### config.mk
export PLATFORM = sky130hd
export DESIGN_NAME = ram_port_arbiter
export DESIGN_NICKNAME = d
export VERILOG_FILES = /design/src/rtl/ram_arb_pkg.sv /design/src/rtl/ram_port_arbiter.sv
export SDC_FILE = /design/constraint.sdc
export NUM_CORES = 1
export LEC_CHECK = 0
export CAP_MARGIN = 25
export CORE_UTILIZATION = 35
export DETAILED_ROUTE_END_ITERATION = 6
export PLACE_DENSITY = 0.78
export SLEW_MARGIN = 20
export SYNTH_ARGS = -nofsm -noshare
export SYNTH_HDL_FRONTEND = slang
export SYNTH_SLANG_ARGS = --single-unit
export TNS_END_PERCENT = 100
### constraint.sdc
create_clock -name clock_write -period 1.95 [get_ports clock_write]
set_clock_uncertainty 0.05 [all_clocks]
set_input_delay 0.39 -clock clock_write [delete_from_list [all_inputs] [get_ports clock_write]]
set_output_delay 0.39 -clock clock_write [all_outputs]
set_load 0.05 [all_outputs]
### src/rtl/ram_arb_pkg.sv
// Shared definitions for the two-requester RAM port arbiter:
// arbiter state encoding, default bus widths and requester indices.
package ram_arb_pkg;

  // Default RAM geometry (256 x 8 data RAM).
  localparam int ADDR_W_DEF = 8;
  localparam int DATA_W_DEF = 8;

  // Requester indices: r0 is the CPU datapath, r1 the external loader/debug port.
  localparam int REQ_CPU = 0;
  localparam int REQ_EXT = 1;

  // Arbiter FSM states. GNTK means requester K currently owns the RAM port.
  typedef enum logic [1:0] {
    IDLE = 2'd0,
    GNT0 = 2'd1,
    GNT1 = 2'd2
  } arb_state_e;

  // Grant state belonging to a requester index.
  function automatic arb_state_e gnt_state_of(input logic idx);
    return idx ? GNT1 : GNT0;
  endfunction

endpackage

### src/rtl/ram_port_arbiter.sv
// Round-robin arbiter sharing one 256x8 data RAM between the CPU datapath (r0)
// and an external loader/debug port (r1).
//
// Valid/ready semantics: a requester raises rK_req with rK_we/rK_addr/rK_wdata
// and holds all of them stable; the access happens (handshake) in exactly the
// cycle where rK_req && rK_gnt, one access per handshake cycle. Writes drive the
// RAM write port combinationally in that cycle; reads present the address in that
// cycle and return registered data with a one-cycle rK_rvalid pulse next cycle.
//
// A tenure lasts up to MAX_BURST handshakes while the other requester waits; with
// no competitor a tenure is unlimited. Switching owners costs no idle cycle.
//
// Optional build macro ARB_WP_EN: r1 writes below PROT_LIMIT still handshake but
// are not written to the RAM, and r1_err pulses one cycle after the handshake.
// Without the macro there is no suppression and r1_err is tied low.
module ram_port_arbiter
  import ram_arb_pkg::*;
#(
  parameter int                 ADDR_W     = ADDR_W_DEF,
  parameter int                 DATA_W     = DATA_W_DEF,
  parameter int                 MAX_BURST  = 4,
  parameter logic [ADDR_W-1:0]  PROT_LIMIT = 'h10
) (
  input  logic              clock_write,
  input  logic              reset,
  // requester 0 (CPU datapath)
  input  logic              r0_req,
  input  logic              r0_we,
  input  logic [ADDR_W-1:0] r0_addr,
  input  logic [DATA_W-1:0] r0_wdata,
  output logic              r0_gnt,
  output logic              r0_rvalid,
  output logic [DATA_W-1:0] r0_rdata,
  // requester 1 (external loader/debug port)
  input  logic              r1_req,
  input  logic              r1_we,
  input  logic [ADDR_W-1:0] r1_addr,
  input  logic [DATA_W-1:0] r1_wdata,
  output logic              r1_gnt,
  output logic              r1_rvalid,
  output logic [DATA_W-1:0] r1_rdata,
  output logic              r1_err,
  // RAM ports
  output logic              ram_we,
  output logic [ADDR_W-1:0] ram_addr_write,
  output logic [DATA_W-1:0] ram_data_write,
  output logic [ADDR_W-1:0] ram_addr_read,
  input  logic [DATA_W-1:0] ram_data_read,
  // debug: current arbiter state
  output arb_state_e        state_o
);

  // Burst counter value at which a waiting competitor takes over.
  localparam logic [3:0] BURST_LAST = 4'(MAX_BURST - 1);

  arb_state_e  state_q, state_d;
  logic [3:0]  burst_q, burst_d;
  logic        last_q, last_d;

  logic        hs0, hs1;
  logic        enter_gnt;
  logic        r1_prot;
  logic        r1_wr_block;

  logic              r0_rvalid_q, r1_rvalid_q;
  logic [DATA_W-1:0] r0_rdata_q, r1_rdata_q;

  // r1 address falls inside the protected low region.
  assign r1_prot = (r1_addr < PROT_LIMIT);

`ifdef ARB_WP_EN
  logic r1_err_q;
  // r1 write handshakes into the protected region are swallowed.
  assign r1_wr_block = hs1 && r1_we && r1_prot;
`else
  logic unused_prot;
  assign unused_prot = r1_prot;
  assign r1_wr_block = 1'b0;
`endif

  // State register: synchronous active-high reset returns to IDLE.
  always_ff @(posedge clock_write) begin
    if (reset) begin
      state_q <= IDLE;
    end else begin
      state_q <= state_d;
    end
  end

  // Next-state logic: round-robin on ties, bounded burst while the other waits.
  always_comb begin
    state_d = state_q;
    case (state_q)
      IDLE: begin
        if (r0_req && r1_req) begin
          state_d = gnt_state_of(~last_q);
        end else if (r0_req) begin
          state_d = GNT0;
        end else if (r1_req) begin
          state_d = GNT1;
        end
      end
      GNT0: begin
        if (!r0_req) begin
          state_d = r1_req ? GNT1 : IDLE;
        end else if (r1_req && (burst_q == BURST_LAST)) begin
          state_d = GNT1;
        end
      end
      GNT1: begin
        if (!r1_req) begin
          state_d = r0_req ? GNT0 : IDLE;
        end else if (r0_req && (burst_q == BURST_LAST)) begin
          state_d = GNT0;
        end
      end
      default: state_d = IDLE;
    endcase
  end

  // Output decode: grants, handshake detection and the RAM port muxes.
  always_comb begin
    r0_gnt         = (state_q == GNT0);
    r1_gnt         = (state_q == GNT1);
    // A handshake in the reset cycle is dropped: no write, no read return.
    hs0            = r0_gnt && r0_req && !reset;
    hs1            = r1_gnt && r1_req && !reset;
    ram_we         = (hs0 && r0_we) || (hs1 && r1_we && !r1_wr_block);
    // r0 addresses the RAM whenever r1 is not handshaking.
    ram_addr_write = hs1 ? r1_addr  : r0_addr;
    ram_data_write = hs1 ? r1_wdata : r0_wdata;
    ram_addr_read  = hs1 ? r1_addr  : r0_addr;
    state_o        = state_q;
  end

  // Tenure bookkeeping: restart the burst count and remember the owner on entry.
  always_comb begin
    burst_d   = burst_q;
    last_d    = last_q;
    enter_gnt = (state_d != state_q) && (state_d != IDLE);
    if (enter_gnt) begin
      burst_d = 4'd0;
      last_d  = (state_d == GNT1);
    end else if ((hs0 || hs1) && (burst_q != BURST_LAST)) begin
      burst_d = burst_q + 4'd1;
    end
  end

  // Burst counter and last-owner registers; last resets to r1 so r0 wins the first tie.
  always_ff @(posedge clock_write) begin
    if (reset) begin
      burst_q <= 4'd0;
      last_q  <= 1'b1;
    end else begin
      burst_q <= burst_d;
      last_q  <= last_d;
    end
  end

  // Read return path: capture asynchronous RAM data at the read handshake edge.
  always_ff @(posedge clock_write) begin
    if (reset) begin
      r0_rvalid_q <= 1'b0;
      r1_rvalid_q <= 1'b0;
      r0_rdata_q  <= '0;
      r1_rdata_q  <= '0;
    end else begin
      r0_rvalid_q <= hs0 && !r0_we;
      r1_rvalid_q <= hs1 && !r1_we;
      if (hs0 && !r0_we) begin
        r0_rdata_q <= ram_data_read;
      end
      if (hs1 && !r1_we) begin
        r1_rdata_q <= ram_data_read;
      end
    end
  end

`ifdef ARB_WP_EN
  // Protection error pulse, one cycle after the blocked r1 write handshake.
  always_ff @(posedge clock_write) begin
    if (reset) begin
      r1_err_q <= 1'b0;
    end else begin
      r1_err_q <= r1_wr_block;
    end
  end
  assign r1_err = r1_err_q;
`else
  assign r1_err = 1'b0;
`endif

  assign r0_rvalid = r0_rvalid_q;
  assign r1_rvalid = r1_rvalid_q;
  assign r0_rdata  = r0_rdata_q;
  assign r1_rdata  = r1_rdata_q;

endmodule

==> results of run 1 <==
## metal layers
metal  global-route usage (%)  vias up  routed length, µm
li1                         -      692                  -
met1                     25.9      626               1780
met2                     36.4       68               2050
met3                     2.86        4                315
met4                     6.67        0                 42
met5                        0        -                  0
## worst register-to-register path, cell delays in order, from the launching register on
cell       delay [ns]
dfxtp_4          0.35
and4bb_4         0.25
buf_12           0.14
buf_8            0.12
buf_4            0.12
buf_4            0.13
o2111ai_1        0.21
xor2_1           0.17
nor2_1           0.05
## what timing repair did
item	in CTS	in global routing
pin swaps	2	2
setup buffers	9	2
hold buffers	0	0
endpoints found under the setup margin	25	25
resized for setup	33	2
## layout by cell type, fill, tap and decap left out, types with 2 or more instances in the layout
cell type	netlist	layout
clkdlybuf4s50_1	0	57
nor2b_1	4	3
o21ai_0	7	7
nor2_1	5	5
nand2_1	20	20
nand2b_1	18	18
xor2_1	2	2
buf_12	0	21
mux2i_1	2	2
clkdlybuf4s15_1	0	2
nand3_1	2	2
clkbuf_8	0	3
dfxtp_4	0	2
buf_4	10	21
mux2_4	0	15
buf_8	0	8
o21ai_1	10	10
dfxtp_1	25	23
## flip-flops by register name, summed over array words and instances (netlist names)
name	count
last_q	1
burst_q	4
state_o	2
r0_rvalid	1
r0_rdata	8
r1_rvalid	1
r1_rdata	8
## metrics by stage
step | hold WS, ns | power [mW] | setup WS (ns) | cells
global route | 0.448 | 1.45 | -0.245 | 294
detailed placement | 0.407 | 1.05 | -0.367 | 281
floorplan | 0.434 | 0.836 | -0.0862 | 149
global placement | 0.402 | 1.05 | -0.332 | 281
finish | 0.418 | 1.39 | -0.195 | 294
CTS | 0.422 | 1.40 | -0.260 | 293
## power breakdown
group	total (mW)	internal (mW)	switching, mW
logic	0.545	0.278	0.267
registers	0.529	0.521	0.00767
clock network	0.313	0.146	0.167
## Yosys cell counts
master	n	area, µm²
o21bai_2	1	11.3
and4bb_2	1	12.5
nor2b_1	4	25.0
o21a_1	1	7.51
and2b_4	1	10.0
buf_6	2	22.5
nor3_1	1	5.00
nand2_1	20	75.1
o2111ai_1	1	8.76
conb_1	1	3.75
o21ai_1	10	50.1
a2111oi_2	1	15.0
buf_2	4	20.0
nor2_1	5	18.8
nand4bb_1	1	11.3
a22o_1	1	8.76
xor2_1	2	17.5
clkbuf_1	1	3.75
nand3_1	2	10.0
mux2_2	16	180
o21ai_0	7	35.0
a31oi_1	1	6.26
inv_1	1	3.75
o211ai_1	1	7.51
a21o_1	1	7.51
and2b_1	1	7.51
o21bai_1	1	7.51
and4bb_1	1	12.5
a221oi_1	1	8.76
mux2i_1	2	20.0
ha_1	1	12.5
buf_4	10	75.1
a311o_1	1	10.0
nor3b_2	1	12.5
dfxtp_1	25	500
nand2b_1	18	113
## layout make-up
type                            count  area, µm²  area share [%]
Inverter                            1       3.75           0.138
Clock buffer                        3       41.3            1.52
Clock inverter                      1       6.26           0.231
Timing Repair Buffer              110       1300            47.9
Multi-Input combinational cell    106        793            29.2
Sequential cell                    25        508            18.7
Tap cell                           48       60.1            2.21
## how the worst max path moves through the flow
| stage | cells past startpoint | slack [ns] | end |
|---|---|---|---|
| 2_1_floorplan | 5 | -0.09 | ram_addr_write[0] |
| 3_3_place_gp | 5 | -0.33 | ram_data_write[6] |
| 3_5_place_dp | 5 | -0.37 | ram_data_write[6] |
| 4_1_cts | 6 | -0.26 | ram_addr_write[3] |
| 5_1_grt | 5 | -0.25 | ram_addr_write[3] |
| 6_report | 5 | -0.20 | ram_addr_write[3] |
## cells by family (layout without fill, tap and decap cells)
| logic type | after synthesis | after routing | synth area share, % |
|---|---|---|---|
| flip-flops | 25 | 25 | 36.9 |
| buffers and inverters | 18 | 115 | 9.22 |
| AO/OA/AOI/OAI | 28 | 28 | 13.6 |
| XOR/XNOR | 2 | 2 | 1.29 |
| other | 1 | 1 | 0.276 |
| multiplexers | 18 | 18 | 14.8 |
| AND/OR/NAND/NOR | 56 | 56 | 23.1 |
| adder cells (fa/ha/maj) | 1 | 1 | 0.922 |
==> flow_summary.yaml, run 1 <==
status:
  run_status: "finished with violations"
  violations: "negative setup slack"
drt:
  drtIter0Drc: 29
  drc: 0
  routed_wl_um: 4190
  vias_per_cell: 4.73
  antenna_left: 0
  drt_pass1_iterations: 5
  routedWlPerCell_um: 14.3
  dr_total_vias: 1390
sta:
  setup_viol: 25
  hold_violations: 0
  finalWorstSetupSlack_ns: -0.195
  maxSlewHeadroom_pct: 65.4
  worst_pin_slew_ns: 0.517
  drv_slew: 0
  rsz0062_at_grt: "yes"
  fin_crit_sh_pct: 110
  finalSetupTns_ns: -4.16
  finalCriticalPeriod_ns: 2.15
  fmax_mhz: 466
cts:
  cts_tree: "built"
  htree_levels: 1
  cts_sinks: 25
  cts_made_buffers: 3
  clk_pin_slew_ns: 0.09
  cts_buffer_depth: 2
  ctsRootBufferMaster: "clkbuf_8"
  clk_latency_ns: 0.26
worst_setup_path:
  crit_start: "state_o[0]"
  path_buf_inv: 3
  slowest_delay_ns: 0.38
  r2r_end: "burst_q[3]"
  crit_slowest_cell: "and4bb_4"
  ff2ff_path_depth: 8
  crit_arrival_ns: 1.71
  rrSetupSlack_ns: 0.26
  worstPathMaxFanout: 4
  critPathMostFrequentCell: "buf_12"
  cpLargestDelayFamily: "buffers and inverters"
  critPathKind: "flop to output port"
  r2r-start: "state_o[0]"
  cp-end-kind: "output port"
  critPathLaunchType: "flop"
  cp_cell_sequence: "and4bb_4 > buf_12 > buf_8 > mux2_4 > buf_12"
  required_ns: 1.51
finish:
  fin_nets: 294
  area_growth_pct: 100
  num_antenna_cells: 0
  drive_above_1_share_pct: 32.5
  fillers: 278
  utilization_pct: 73.5
  final_cell_area_um2: 2710
hold_path:
  worstHoldEndpoint: "r0_rdata[0]"
  whs_path_depth: 2
  hold_class: "flop to flop"
  min_from: "r0_rdata[0]"
global_route:
  grt_pass1_wl_um: 6650
  grt.total_usage_pct: 20.8
  grt_overflow: 0
  antenna_found_initial: 0
  grt_pass1_vias: 1342
  grt_start_max_net_pins: 21
placed_design:
  hpwl_um: 3010
  finalWeightedCongestion: 0.756
  portBuffers: 92
  placed_area_um2: 2480
power_and_ir_drop:
  static-leakage-power_nw: 1.13
  vdd_drop_max_uv: 541
  power_density_nw_per_um2: 512
die:
  start_util_pct: 36.8
  die_h_um: 64.3
  dieArea_um2: 4130
  rows: 22
  io-pin-count: 94
  coreArea_um2: 3690
  die_x_um: 64.3
synth:
  synth_nets: 196
  yosys.cell_types.count: 36
  ys_seq_elements: 25
  avgSynthCellArea_um2: 9.10
  ys_seq_area_share_pct: 36.9
  netlist_instances: 149
  syn_area_um2: 1360
  synth_warnings: 0
job:
  max_cap_violations: 0
Power figures use the tool's default switching activity.
==> run 2: changes to the inputs <==
- SLEW_MARGIN: 20 -> 30
==> results of run 2 <==
No change in the layout: final DEF, timing and power equal those of run 1.
==> run 3: changes to the inputs <==
- SKIP_LAST_GASP: unset -> 1
==> flow_summary.yaml, run 3 (same netlist as run 1, synthesis figures left out) <==
worst_setup_path:
  slowest_delay_ns: 0.38
  critPathMostFrequentCell: "buf_12"
  critPathLaunchType: "flop"
  ff2ff_path_depth: 8
  crit_arrival_ns: 1.70
  cp-end-kind: "output port"
  worstPathMaxFanout: 4
  critPathKind: "flop to output port"
  required_ns: 1.51
  cp_cell_sequence: "and4bb_4 > buf_12 > buf_8 > mux2_4 > buf_12"
  crit_slowest_cell: "and4bb_4"
job:
  max_cap_violations: 0
drt:
  drt_pass1_iterations: 4
  dr_total_vias: 1396
  vias_per_cell: 4.75
  drc: 0
  routedWlPerCell_um: 14.3
  antenna_left: 0
  routed_wl_um: 4200
  drtIter0Drc: 51
finish:
  fillers: 278
  num_antenna_cells: 0
  seqCellArea_um2: 508
  multi_input_area_um2: 793
  final_cell_mix: "57 x clkdlybuf4s50_1, 23 x dfxtp_1, 21 x buf_12, 21 x buf_4, 20 x nand2_1"
  area_growth_pct: 100
  final_cell_area_um2: 2710
  drive_above_1_share_pct: 32.5
  fin_nets: 294
  final_common_cell: "clkdlybuf4s50_1"
  utilization_pct: 73.5
die:
  coreArea_um2: 3690
  die_h_um: 64.3
  die_x_um: 64.3
  rows: 22
  start_util_pct: 36.8
  dieArea_um2: 4130
  io-pin-count: 94
global_route:
  grt_overflow: 0
  grt_pass1_vias: 1334
  grt.total_usage_pct: 20.7
  grt_start_max_net_pins: 21
  antenna_found_initial: 0
  grt_pass1_wl_um: 6650
hold_path:
  whs_path_depth: 2
  hold_class: "flop to flop"
placed_design:
  placed_area_um2: 2480
  finalWeightedCongestion: 0.756
  hpwl_um: 3010
  dp_slack_ns: -0.367
  portBuffers: 92
sta:
  hold_violations: 0
  maxSlewHeadroom_pct: 65.5
  fmax_mhz: 466
  setup_viol: 25
  rsz0062_at_grt: "yes"
  fin_crit_sh_pct: 110
  drv_slew: 0
  finalWorstSetupSlack_ns: -0.195
  worst_pin_slew_ns: 0.516
  finalCriticalPeriod_ns: 2.14
cts:
  cts_buffer_depth: 2
  ctsRootBufferMaster: "clkbuf_8"
  cts_tree: "built"
  clk_pin_slew_ns: 0.09
  clk_latency_ns: 0.26
  cts_sinks: 25
  cts_made_buffers: 3
  htree_levels: 1
  hold_buffers: 0
power_and_ir_drop:
  power_density_nw_per_um2: 512
  total_power_mw: 1.39
  static-leakage-power_nw: 1.13
  vdd_drop_max_uv: 544
status:
  violations: "negative setup slack"
  run_status: "finished with violations"
run 3: cell counts in the layout (fill, tap and decap cells not counted):
No cell type changed its count.
run 3: worst paths after layout:
path          startpoint                end  slack [ns]
max           state_o[0]  ram_addr_write[3]       -0.19
min          r0_rdata[0]        r0_rdata[0]        0.42
max reg2reg   state_o[0]         burst_q[3]        0.26
min reg2reg  r0_rdata[0]        r0_rdata[0]        0.42
run 3: per-layer routing:
metal	track usage (%)	vias to the layer above	wire [µm]
met5	0	-	0
met2	36.2	76	2060
li1	-	691	-
met4	7.78	0	63
met3	3.04	6	330
met1	25.5	623	1750
run 3: final cells by class:
type	instances	area share [%]
inverter	1	0.138
multi-input combinational	106	29.2
clock buffer	3	1.52
tap	48	2.21
timing repair buffer	110	47.9
sequential	25	18.7
clock inverter	1	0.231
run 3: where the power goes:
group | switching, mW | internal (mW) | leakage, nW
logic | 0.267 | 0.278 | 0.904
clock network | 0.170 | 0.146 | 0.0260
registers | 0.00769 | 0.521 | 0.204
run 3: repair_timing:
action                                  in CTS  in global routing
pin swaps                                    2                  2
buffers inserted                             9                  2
gates resized for setup                     32                  3
endpoints found under the setup margin      25                 25
run 3: stage by stage:
stage	hold WS [ns]	instances	setup TNS (ns)
floorplan	0.434	149	-0.668
global placement	0.402	281	-8.78
detailed placement	0.407	281	-9.40
CTS	0.422	293	-4.52
global route	0.448	294	-5.43
finish	0.420	294	-4.14
run 3: worst max-delay path: cells and delay by family (launching register included):
kind | cells | cell delay [ns]
buffers and inverters | 3 | 0.39
DFF | 1 | 0.35
muxes | 1 | 0.33
and+or+nand+nor | 1 | 0.38
